<file path="config.mk">
export PLATFORM = sky130hd
export DESIGN_NAME = booth_r4_mult_acc
export DESIGN_NICKNAME = d
export VERILOG_FILES = /design/src/rtl/mult_pkg.sv /design/src/rtl/booth_r4_enc.sv /design/src/rtl/booth_r4_mult_acc.sv
export SDC_FILE = /design/constraint.sdc
export NUM_CORES = 1
export LEC_CHECK = 0
export BUFFER_PORTS_ARGS = -buffer_cell sky130_fd_sc_hd__buf_2
export CORE_ASPECT_RATIO = 0.8
export CORE_MARGIN = 3
export CORE_UTILIZATION = 60
export CTS_CLUSTER_DIAMETER = 60
export DETAILED_ROUTE_END_ITERATION = 8
export HOLD_SLACK_MARGIN = 0.03
export PLACE_DENSITY = 0.81
export SLEW_MARGIN = 20
export SYNTH_ARGS = -nofsm -noshare
export SYNTH_HDL_FRONTEND = slang
export SYNTH_SLANG_ARGS = --single-unit
</file>
<file path="constraint.sdc">
create_clock -name clk -period 17.7 [get_ports clk]
set_clock_uncertainty 0.2 [all_clocks]
set_input_delay 1.77 -clock clk [delete_from_list [all_inputs] [get_ports clk]]
set_output_delay 1.77 -clock clk [all_outputs]
set_load 0.05 [all_outputs]
</file>
<file path="src/rtl/mult_pkg.sv">
// Shared definitions for the radix-4 Booth multiply/accumulate unit.
package mult_pkg;

    // Control FSM states
    typedef enum logic [0:0] {
        StIdle = 1'b0,
        StRun  = 1'b1
    } mult_state_e;

    // Booth digit encoding, bit layout is {neg, two, zero}
    typedef enum logic [2:0] {
        DigitP1   = 3'b000,
        DigitZero = 3'b001,
        DigitP2   = 3'b010,
        DigitM1   = 3'b100,
        DigitM2   = 3'b110
    } booth_digit_e;

    // Radix-4 iterations needed for an operand of the given (even) width after
    // extension by two bits.
    function automatic int unsigned iter_count(input int unsigned width);
        return width / 2 + 1;
    endfunction

endpackage

</file>
<file path="src/rtl/booth_r4_enc.sv">
// Radix-4 Booth recoder: 3-bit multiplier window to digit select lines.
module booth_r4_enc
    import mult_pkg::*;
(
    input  logic [2:0] window_i,
    output logic       neg_o,
    output logic       two_o,
    output logic       zero_o
);

    booth_digit_e digit;

    // Map window {b[i+1], b[i], b[i-1]} to a digit in {0, +-1, +-2}
    always_comb begin
        digit = DigitZero;
        unique case (window_i)
            3'b000, 3'b111: digit = DigitZero;
            3'b001, 3'b010: digit = DigitP1;
            3'b011:         digit = DigitP2;
            3'b100:         digit = DigitM2;
            3'b101, 3'b110: digit = DigitM1;
            default:        digit = DigitZero;
        endcase
        {neg_o, two_o, zero_o} = digit;
    end

endmodule

</file>
<file path="src/rtl/booth_r4_mult_acc.sv">
// Sequential radix-4 Booth multiplier with optional accumulate into the
// product register. start/busy/done handshake, nb/2+1 iterations per result.
module booth_r4_mult_acc
    import mult_pkg::*;
#(
    parameter int unsigned nb = 32
) (
    input  logic            clk,
    input  logic            rst_n,
    input  logic            start,
    input  logic            signed_mode,
    input  logic            acc_en,
    input  logic [nb-1:0]   A,
    input  logic [nb-1:0]   B,
    output logic            busy,
    output logic            done,
    output logic [2*nb-1:0] product
);

    localparam int unsigned N    = iter_count(nb);
    localparam int unsigned CntW = $clog2(N + 1);
    localparam logic [CntW-1:0] LastCnt = CntW'(N - 1);

    mult_state_e     state_q, state_d;
    logic [CntW-1:0] cnt_q, cnt_d;
    logic [nb+1:0]   mcand_q, mcand_d;   // extended multiplicand
    logic [nb+2:0]   hi_q, hi_d;         // upper accumulator slice
    logic [nb+1:0]   lo_q, lo_d;         // extended multiplier, low product bits shift in
    logic            xb_q, xb_d;         // implicit bit below the current window
    logic            acc_en_q, acc_en_d;
    logic            done_q, done_d;
    logic [2*nb-1:0] product_q, product_d;

    logic            neg, two, zero;
    logic [nb+2:0]   mcand_x, mag, addend, sum_hi;
    logic [nb+2:0]   hi_nxt;
    logic [nb+1:0]   lo_nxt;
    logic            xb_nxt;
    logic [2*nb+4:0] prod_full;
    logic [2*nb-1:0] sum_low;
    logic            unused_prod;

    booth_r4_enc u_enc (
        .window_i ({lo_q[1:0], xb_q}),
        .neg_o    (neg),
        .two_o    (two),
        .zero_o   (zero)
    );

    // One iteration: add the selected multiple to the upper slice, then shift right by two
    always_comb begin
        mcand_x   = {mcand_q[nb+1], mcand_q};
        mag       = zero ? '0 : (two ? {mcand_q, 1'b0} : mcand_x);
        addend    = neg ? ~mag : mag;
        sum_hi    = hi_q + addend + {{(nb+2){1'b0}}, neg};
        hi_nxt    = {{2{sum_hi[nb+2]}}, sum_hi[nb+2:2]};
        lo_nxt    = {sum_hi[1:0], lo_q[nb+1:2]};
        xb_nxt    = lo_q[1];
        prod_full = {hi_nxt, lo_nxt};
        sum_low   = prod_full[2*nb-1:0];
        // Bits above 2*nb only carry sign; the result wraps modulo 2^(2*nb)
        unused_prod = ^prod_full[2*nb+4:2*nb];
    end

    // FSM next-state, operand load, iteration and completion
    always_comb begin
        state_d   = state_q;
        cnt_d     = cnt_q;
        mcand_d   = mcand_q;
        hi_d      = hi_q;
        lo_d      = lo_q;
        xb_d      = xb_q;
        acc_en_d  = acc_en_q;
        product_d = product_q;
        done_d    = 1'b0;
        unique case (state_q)
            StIdle: begin
                if (start) begin
                    state_d  = StRun;
                    cnt_d    = '0;
                    mcand_d  = {{2{signed_mode & A[nb-1]}}, A};
                    hi_d     = '0;
                    lo_d     = {{2{signed_mode & B[nb-1]}}, B};
                    xb_d     = 1'b0;
                    acc_en_d = acc_en;
                end
            end
            StRun: begin
                hi_d  = hi_nxt;
                lo_d  = lo_nxt;
                xb_d  = xb_nxt;
                cnt_d = cnt_q + CntW'(1);
                if (cnt_q == LastCnt) begin
                    state_d   = StIdle;
                    done_d    = 1'b1;
                    product_d = acc_en_q ? product_q + sum_low : sum_low;
                end
            end
            default: state_d = StIdle;
        endcase
    end

    // State registers, cleared asynchronously
    always_ff @(posedge clk or negedge rst_n) begin
        if (!rst_n) begin
            state_q   <= StIdle;
            cnt_q     <= '0;
            mcand_q   <= '0;
            hi_q      <= '0;
            lo_q      <= '0;
            xb_q      <= 1'b0;
            acc_en_q  <= 1'b0;
            done_q    <= 1'b0;
            product_q <= '0;
        end else begin
            state_q   <= state_d;
            cnt_q     <= cnt_d;
            mcand_q   <= mcand_d;
            hi_q      <= hi_d;
            lo_q      <= lo_d;
            xb_q      <= xb_d;
            acc_en_q  <= acc_en_d;
            done_q    <= done_d;
            product_q <= product_d;
        end
    end

    assign busy    = (state_q == StRun);
    assign done    = done_q;
    assign product = product_q;

endmodule

</file>
==> results.txt, run 1 <==
----------------------------------------------------
[Timing]
  Maximum clock frequency ... 141 MHz
  Hold WS ... 0.313 ns
  Worst-Margin Slew ... 0.931 ns
  Unrepaired setup endpoints after global routing ... no
  Final setup viols ... 0
  Worst relative slew slack ... 0.380
  Hold violation count in the final report ... 0
  Period Utilization, post-route ... 0.401
  Total negative slack ... 0 ns
  Final period demand of the worst path ... 7.10 ns
  Number of slew-limit violations in the final report ... 0

[Logic synthesis]
  Cell types with the highest counts after synthesis ... sky130_fd_sc_hd__dfrtp_1, sky130_fd_sc_hd__nand2_1, sky130_fd_sc_hd__o21ai_0, sky130_fd_sc_hd__a21oi_1, sky130_fd_sc_hd__ha_1
  Cell with the most instances after synthesis ... sky130_fd_sc_hd__dfrtp_1
  Seq cells post-synth ... 173
  Top cells by area in the synthesized netlist ... sky130_fd_sc_hd__dfrtp_1, sky130_fd_sc_hd__ha_1, sky130_fd_sc_hd__mux2i_1
  Mapped Area ... 0.0136 sq mm
  Fraction of registers with async set/reset ... 1.00
  Post-Synthesis Net Count ... 1722
  Post-synthesis area per instance ... 8.78 sq um
  Post-synth EDFFs ... 0
  Seq/Total Area, Yosys ... 0.319
  Area leader, netlist ... sky130_fd_sc_hd__dfrtp_1
  Count of different cell masters after synthesis ... 69
  Cell count after synthesis ... 1548
  Most used flip-flop cell after synthesis ... sky130_fd_sc_hd__dfrtp_1
  Count of synthesis-stage warnings from yosys ... 0
  Area share of the largest cell type after synthesis ... 0.319

[GRT]
  Total Routing Usage GR ... 0.305
  Maximum number of pins on one net before global-route repair ... 75
  Congestion Overflow GR ... 0
  Number of global-route vias before repair ... 11500
  Wire length of the first global-routing pass ... 60700 um
  Antenna violations before repair ... 0

[Die]
  Die Y-Extent ... 141 um
  Effective utilization at floorplan ... 0.620
  Standard-cell rows ... 48
  Die area ... 0.0245 sq mm
  Ports ... 135
  Placeable Area ... 0.0219 sq mm
  X dimension of the die ... 174 um

[CTS]
  Number of gates resized after cts ... 0
  Total CTS buffers ... 17
  CTS tree ... yes
  Clock insertion delay at the later pin of the skew report ... 0.44 ns
  Sinks on Clock Net ... 173
  Clock Pin Slew Worst Setup and Hold Paths ... 0.07 ns
  Clk root buf ... sky130_fd_sc_hd__clkbuf_16
  Buffers inserted during post-CTS setup optimization ... 0
  CTS H-tree lvls ... 4
  Number of buffers inserted for hold repair after clock tree synthesis ... 0
  Largest buffer count on any clock path ... 2

[Finish]
  Total area of multi-input combinational cells ... 0.00880 sq mm
  P&R area growth vs syn ... 10.5%
  Count of non-filler cells in the finished layout ... 1938
  Sequential Area ... 0.00434 sq mm
  Share of the core filled with cells ... 0.685
  Fillers ... 1776
  Proportion of layout cells with a drive suffix above 1 ... 0.139
  Final layout net count ... 1799
  Inserted Diodes ... 0

[Outcome]
  Run status ... finished clean

[Placed design]
  Final GP Congestion ... 0.919
  Hpwl dp ... 27800 um
  Number of input and output port buffers inserted ... 134
  Cell count after placement ... 1906

[Route]
  DR pass1 iterations ... 5
  Ratio of routed vias to standard cells ... 6.32
  Routed length per instance ... 19.2 um
  Number of remaining DRC errors ... 0
  Initial detailed-routing violation count ... 1139
  Antenna-violating nets left ... 0
  Total via count after detailed routing ... 12300
  Routed wire length ... 37300 um

[Worst setup path]
  Crit-path cells ... nand2_1 -> o21ai_0 -> ha_1 -> nor2b_1 -> o31a_1 -> o311ai_1 -> nand3_1 -> nand3_1 -> a31oi_1 -> a21o_1 -> a21oi_1 -> xnor2_1 -> ha_1 -> a21o_1 -> a21o_1 -> a21o_1 -> nor3_1 -> nand3_2 -> a41o_1 -> a211o_1 -> mux2_4 -> a32oi_1
  Worst path max stage delay ... 0.98 ns
  Worst endpoint data arrival time ... 7.24 ns
  Startpoint type of the worst setup path ... flip-flop
  Worst setup EP type ... flip-flop
  CP dominant cell by count ... sky130_fd_sc_hd__a21o_1
  Critical-path maximum fanout ... 39
  Crit Path Class ... reg -> reg
  Req. time, crit path ... 17.84 ns
  Cell with the largest stage delay on the worst path ... sky130_fd_sc_hd__dfrtp_2

[Hold path]
  Hold Path Class ... reg -> reg

[Job]
  Reported max-cap violation count ... 0

----------------------------------------------------
==> area by class of cell <==
cell class / instances / area share
timing repair buffer: 148 / 0.0521
clock inverter: 12 / 0.00858
inverter: 36 / 0.00900
clock buffer: 20 / 0.0304
multi-input combinational: 1249 / 0.586
sequential: 173 / 0.289
tap: 300 / 0.0250
==> sequential cells by signal (all words and copies together) (netlist names) <==
signal and count:
xb_q 1, cnt_q 5, product 64, lo_q 34
busy 1, hi_q 33, acc_en_q 1, mcand_q 33
done 1
==> per-stage QoR <==
stage / setup slack (ns) / area (sq um)
finish: 10.60 / 15000
global route: 10.22 / 15000
CTS: 10.66 / 15000
detailed placement: 10.69 / 14400
global placement: 10.94 / 14400
floorplan: 11.93 / 13600
==> kinds of logic (layout without fill, tap and decap cells) <==
| group | after synthesis | in the layout | synth area share |
|---|---|---|---|
| AO/OA/AOI/OAI | 543 | 543 | 0.258 |
| XOR/XNOR | 113 | 113 | 0.0728 |
| adder cells (fa/ha/maj) | 105 | 105 | 0.0978 |
| buffers and inverters | 126 | 216 | 0.0352 |
| flip-flops | 173 | 173 | 0.319 |
| multiplexers | 118 | 118 | 0.0906 |
| AND/OR/NAND/NOR | 370 | 370 | 0.127 |
==> worst paths after layout <==
| path | start | end | slack, ns | cells past startpoint |
|---|---|---|---|---|
| worst max-delay path | lo_q[1]$_DFFE_PN0P_ | product[63]$_DFFE_PN0P_ | 10.60 | 22 |
| worst min-delay path | cnt_q[4]$_DFFE_PN0P_ | cnt_q[4]$_DFFE_PN0P_ | 0.31 | 1 |
| worst max register to register | lo_q[1]$_DFFE_PN0P_ | product[63]$_DFFE_PN0P_ | 10.60 | 22 |
| worst min register to register | cnt_q[4]$_DFFE_PN0P_ | cnt_q[4]$_DFFE_PN0P_ | 0.31 | 1 |
| max in group asynchronous | rst_n | acc_en_q$_DFFE_PN0P_ | 14.92 | 2 |
| min in group asynchronous | rst_n | product[21]$_DFFE_PN0P_ | 1.03 | 1 |
==> cell usage in the layout, fill, tap and decap left out, types with 6 or more instances in the layout <==
master and instances:
sky130_fd_sc_hd__nor3_1 8, sky130_fd_sc_hd__mux2_2 34, sky130_fd_sc_hd__nand2b_1 15, sky130_fd_sc_hd__nor2_1 64, sky130_fd_sc_hd__o21ai_1 20, sky130_fd_sc_hd__nand2_1 162, sky130_fd_sc_hd__xnor2_1 46, sky130_fd_sc_hd__and3_1 13
sky130_fd_sc_hd__o21a_1 9, sky130_fd_sc_hd__dfrtp_1 170, sky130_fd_sc_hd__a22oi_1 38, sky130_fd_sc_hd__o211ai_1 8, sky130_fd_sc_hd__buf_4 14, sky130_fd_sc_hd__nand3b_1 6, sky130_fd_sc_hd__ha_1 103, sky130_fd_sc_hd__nand3_1 32
sky130_fd_sc_hd__a21oi_1 105, sky130_fd_sc_hd__a211oi_1 9, sky130_fd_sc_hd__inv_1 36, sky130_fd_sc_hd__o21bai_1 14, sky130_fd_sc_hd__nor2b_1 17, sky130_fd_sc_hd__a221o_1 8, sky130_fd_sc_hd__a22o_1 31, sky130_fd_sc_hd__and2_1 9
sky130_fd_sc_hd__nand4_1 20, sky130_fd_sc_hd__or3_1 7, sky130_fd_sc_hd__a21o_1 76, sky130_fd_sc_hd__a31oi_1 22, sky130_fd_sc_hd__o31ai_1 10, sky130_fd_sc_hd__mux2i_1 81, sky130_fd_sc_hd__clkbuf_16 17, sky130_fd_sc_hd__buf_2 133
sky130_fd_sc_hd__o21ai_0 150, sky130_fd_sc_hd__xor2_1 66
==> critical path, delay by kind of cell, from the launching register on <==
kind | cells | cell delay [ns]
AO/OA/AOI/OAI | 12 | 2.97
XOR/XNOR | 1 | 0.20
flip-flops | 1 | 0.98
adder cells (fa/ha/maj) | 2 | 0.69
multiplexers | 1 | 0.30
AND/OR/NAND/NOR | 6 | 1.65
==> metal layers <==
layer  vias up  global-route usage  wire, um
met5         -                   0         0
met4         0              0.0613       446
met3        37              0.0522      2980
met2       472               0.441     15400
met1      5886               0.479     18500
li1       5857                   -         -
Power of run 1 is left out: the tool's default activity adds up to more than one toggle a clock period on the data nets, which glitch-free logic cannot reach.
==> inputs of run 2 (changes only) <==
Settings changed: CORE_UTILIZATION 60 to 55, PLACE_DENSITY 0.81 to 0.78.
Clock period 17.7 ns to 6.2 ns, I/O delays scaled along.
==> results.txt, run 2 (same netlist as run 1, synthesis figures left out) <==
----------------------------------------------------
[Outcome]
  Run status ... finished clean

[Finish]
  Largest register FFs ... 64 (unchanged)
  Most frequent standard cell in the layout excluding fill and tap cells ... sky130_fd_sc_hd__dfrtp_1
  Inserted Diodes ... 0 (unchanged)
  Fillers ... 2045 (+15%)
  Proportion of layout cells with a drive suffix above 1 ... 0.152 (+0.0128)
  P&R area growth vs syn ... 11.5%
  Final layout net count ... 1813 (+0.78%)
  Commonest non-fill, non-tap cells in the layout ... sky130_fd_sc_hd__dfrtp_1, sky130_fd_sc_hd__nand2_1, sky130_fd_sc_hd__o21ai_0
  Count of non-filler cells in the finished layout ... 1963 (+1.3%)

[Placed design]
  Cell count after placement ... 1931 (+1.3%)
  Final GP Congestion ... 1.03 (+12%)
  Number of input and output port buffers inserted ... 134 (unchanged)
  Hpwl dp ... 28700 um (+3.1%)

[Route]
  Total via count after detailed routing ... 12200 (-0.25%)
  Antenna-violating nets left ... 0 (unchanged)
  Number of remaining DRC errors ... 0 (unchanged)
  Ratio of routed vias to standard cells ... 6.23 (-1.5%)
  Routed length per instance ... 19.4 um (+0.75%)
  DR pass1 iterations ... 5 (unchanged)
  Routed wire length ... 38100 um (+2.1%)
  Initial detailed-routing violation count ... 1212 (+6.4%)

[Worst setup path]
  Req. time, crit path ... 6.36 ns (-11.48 ns)
  Worst setup EP type ... flip-flop
  Critical-path maximum fanout ... 29 (-26%)
  Startpoint type of the worst setup path ... flip-flop
  Crit Path Class ... reg -> reg
  Worst endpoint data arrival time ... 6.04 ns (-1.20 ns)

[CTS]
  Clk root buf ... sky130_fd_sc_hd__clkbuf_16
  Buffers inserted during post-CTS setup optimization ... 0 (unchanged)
  Clock Pin Slew Worst Setup and Hold Paths ... 0.08 ns (about the same)
  Sinks on Clock Net ... 173 (unchanged)
  CTS tree ... yes
  Largest buffer count on any clock path ... 2 (unchanged)
  Clock insertion delay at the later pin of the skew report ... 0.45 ns (about the same)
  CTS H-tree lvls ... 4 (unchanged)
  Total CTS buffers ... 17 (unchanged)

[Die]
  Die area ... 0.0266 sq mm (+8.7%)
  Placeable Area ... 0.0238 sq mm (+8.7%)
  Die Y-Extent ... 147 um (+4.3%)
  Standard-cell rows ... 50 (+4.2%)
  Ports ... 135 (unchanged)
  X dimension of the die ... 182 um (+4.3%)
  Effective utilization at floorplan ... 0.570 (-0.0498)

[Timing]
  Unrepaired setup endpoints after global routing ... yes
  Hold WS ... 0.207 ns (-0.107 ns)
  Number of slew-limit violations in the final report ... 0 (unchanged)
  Worst-Margin Slew ... 1.07 ns (+0.140 ns)
  Worst relative slew slack ... 0.284 (-0.0953)
  Hold violation count in the final report ... 0 (unchanged)
  Final setup viols ... 0 (unchanged)
  Maximum clock frequency ... 170 MHz (+21%)
  Final period demand of the worst path ... 5.88 ns (-1.22 ns)
  Period Utilization, post-route ... 0.948 (+0.547)

[GRT]
  Number of global-route vias before repair ... 11300 (-1.8%)
  Total Routing Usage GR ... 0.282 (-0.0235)
  Antenna violations before repair ... 0 (unchanged)
  Maximum number of pins on one net before global-route repair ... 120 (+60%)
  Congestion Overflow GR ... 0 (unchanged)
  Wire length of the first global-routing pass ... 60900 um (+0.28%)

[Job]
  Reported max-cap violation count ... 0 (unchanged)

[Hold path]
  Hold Path Class ... in -> reg

----------------------------------------------------
-- run 2: cell types whose count changed in the layout (fill, tap and decap cells not counted), moves of 2 or more --
cell	delta
sky130_fd_sc_hd__buf_4	+11
sky130_fd_sc_hd__clkinv_2	+3
sky130_fd_sc_hd__o21ai_1	+2
sky130_fd_sc_hd__xnor2_2	+2
sky130_fd_sc_hd__clkinvlp_4	+2
sky130_fd_sc_hd__inv_8	-3
sky130_fd_sc_hd__xnor2_1	-2
sky130_fd_sc_hd__a2111oi_2	+2
sky130_fd_sc_hd__clkbuf_8	-2
sky130_fd_sc_hd__o21ai_0	-2
-- run 2: layout make-up --
cell class / count / area [sq um] / share of cell area
inverters: 36 / 135 / 0.00891
repair buffers: 162 / 906 / 0.0598
well taps: 312 / 390 / 0.0258
clock inverters: 13 / 95.1 / 0.00627
clock buffers: 18 / 429 / 0.0283
flip-flops and latches: 173 / 4340 / 0.286
multi-input cells: 1249 / 8860 / 0.585
-- run 2: final timing paths --
kind | from | end | slack, ns | depth (start not counted)
setup / recovery | xb_q$_DFFE_PN0P_ | product[63]$_DFFE_PN0P_ | 0.32 | 24
hold / removal | A[7] | mcand_q[7]$_DFFE_PN0P_ | 0.21 | 2
setup reg to reg | xb_q$_DFFE_PN0P_ | product[63]$_DFFE_PN0P_ | 0.32 | 24
hold reg to reg | cnt_q[4]$_DFFE_PN0P_ | cnt_q[4]$_DFFE_PN0P_ | 0.29 | 1
max in group asynchronous | rst_n | lo_q[1]$_DFFE_PN0P_ | 4.24 | 3
min in group asynchronous | rst_n | lo_q[23]$_DFFE_PN0P_ | 0.50 | 2
-- run 2: repair_timing --
item,CTS,global route
hold buffers,1,0
setup endpoints to repair,0,5
gates resized for setup,0,15
hold endpoints to repair,54,0
-- run 2: worst max-delay path: stages (launching register included) --
cell and delay, ns:
sky130_fd_sc_hd__dfrtp_1 0.45, sky130_fd_sc_hd__xor2_2 0.22, sky130_fd_sc_hd__buf_4 0.25, sky130_fd_sc_hd__a22oi_1 0.20, sky130_fd_sc_hd__o21ai_0 0.19, sky130_fd_sc_hd__ha_1 0.39, sky130_fd_sc_hd__nand3_1 0.18, sky130_fd_sc_hd__nor2_1 0.23
sky130_fd_sc_hd__o311ai_2 0.16, sky130_fd_sc_hd__nand3_1 0.14, sky130_fd_sc_hd__nand3_1 0.12, sky130_fd_sc_hd__a31oi_2 0.23, sky130_fd_sc_hd__a21o_1 0.14, sky130_fd_sc_hd__a21oi_1 0.09, sky130_fd_sc_hd__xnor2_2 0.18, sky130_fd_sc_hd__ha_1 0.38
sky130_fd_sc_hd__a21o_1 0.22, sky130_fd_sc_hd__a21o_1 0.18, sky130_fd_sc_hd__a21o_1 0.23, sky130_fd_sc_hd__nor4_1 0.27, sky130_fd_sc_hd__nor2_1 0.11, sky130_fd_sc_hd__a41o_1 0.24, sky130_fd_sc_hd__a211o_1 0.34, sky130_fd_sc_hd__mux2_4 0.31
sky130_fd_sc_hd__a32oi_1 0.15
-- run 2: routing by layer --
| layer | track usage | part of all wire |
|---|---|---|
| met5 | 0 | 0 |
| met3 | 0.0839 | 0.10 |
| met1 | 0.447 | 0.49 |
| met2 | 0.370 | 0.39 |
| met4 | 0.0640 | 0.012 |
-- run 2: stage by stage --
step                      TNS (ns)  area (sq um)  setup WS (ns)   util
final                            0         15200          0.322  0.636
after global routing       -0.0659         15200        -0.0659  0.636
after CTS                        0         15100          0.200  0.633
after detailed placement         0         14600          0.273  0.611
after global placement           0         14600          0.424  0.611
after floorplan                  0         13600          0.429      -
Power of run 2 is left out for the same reason.
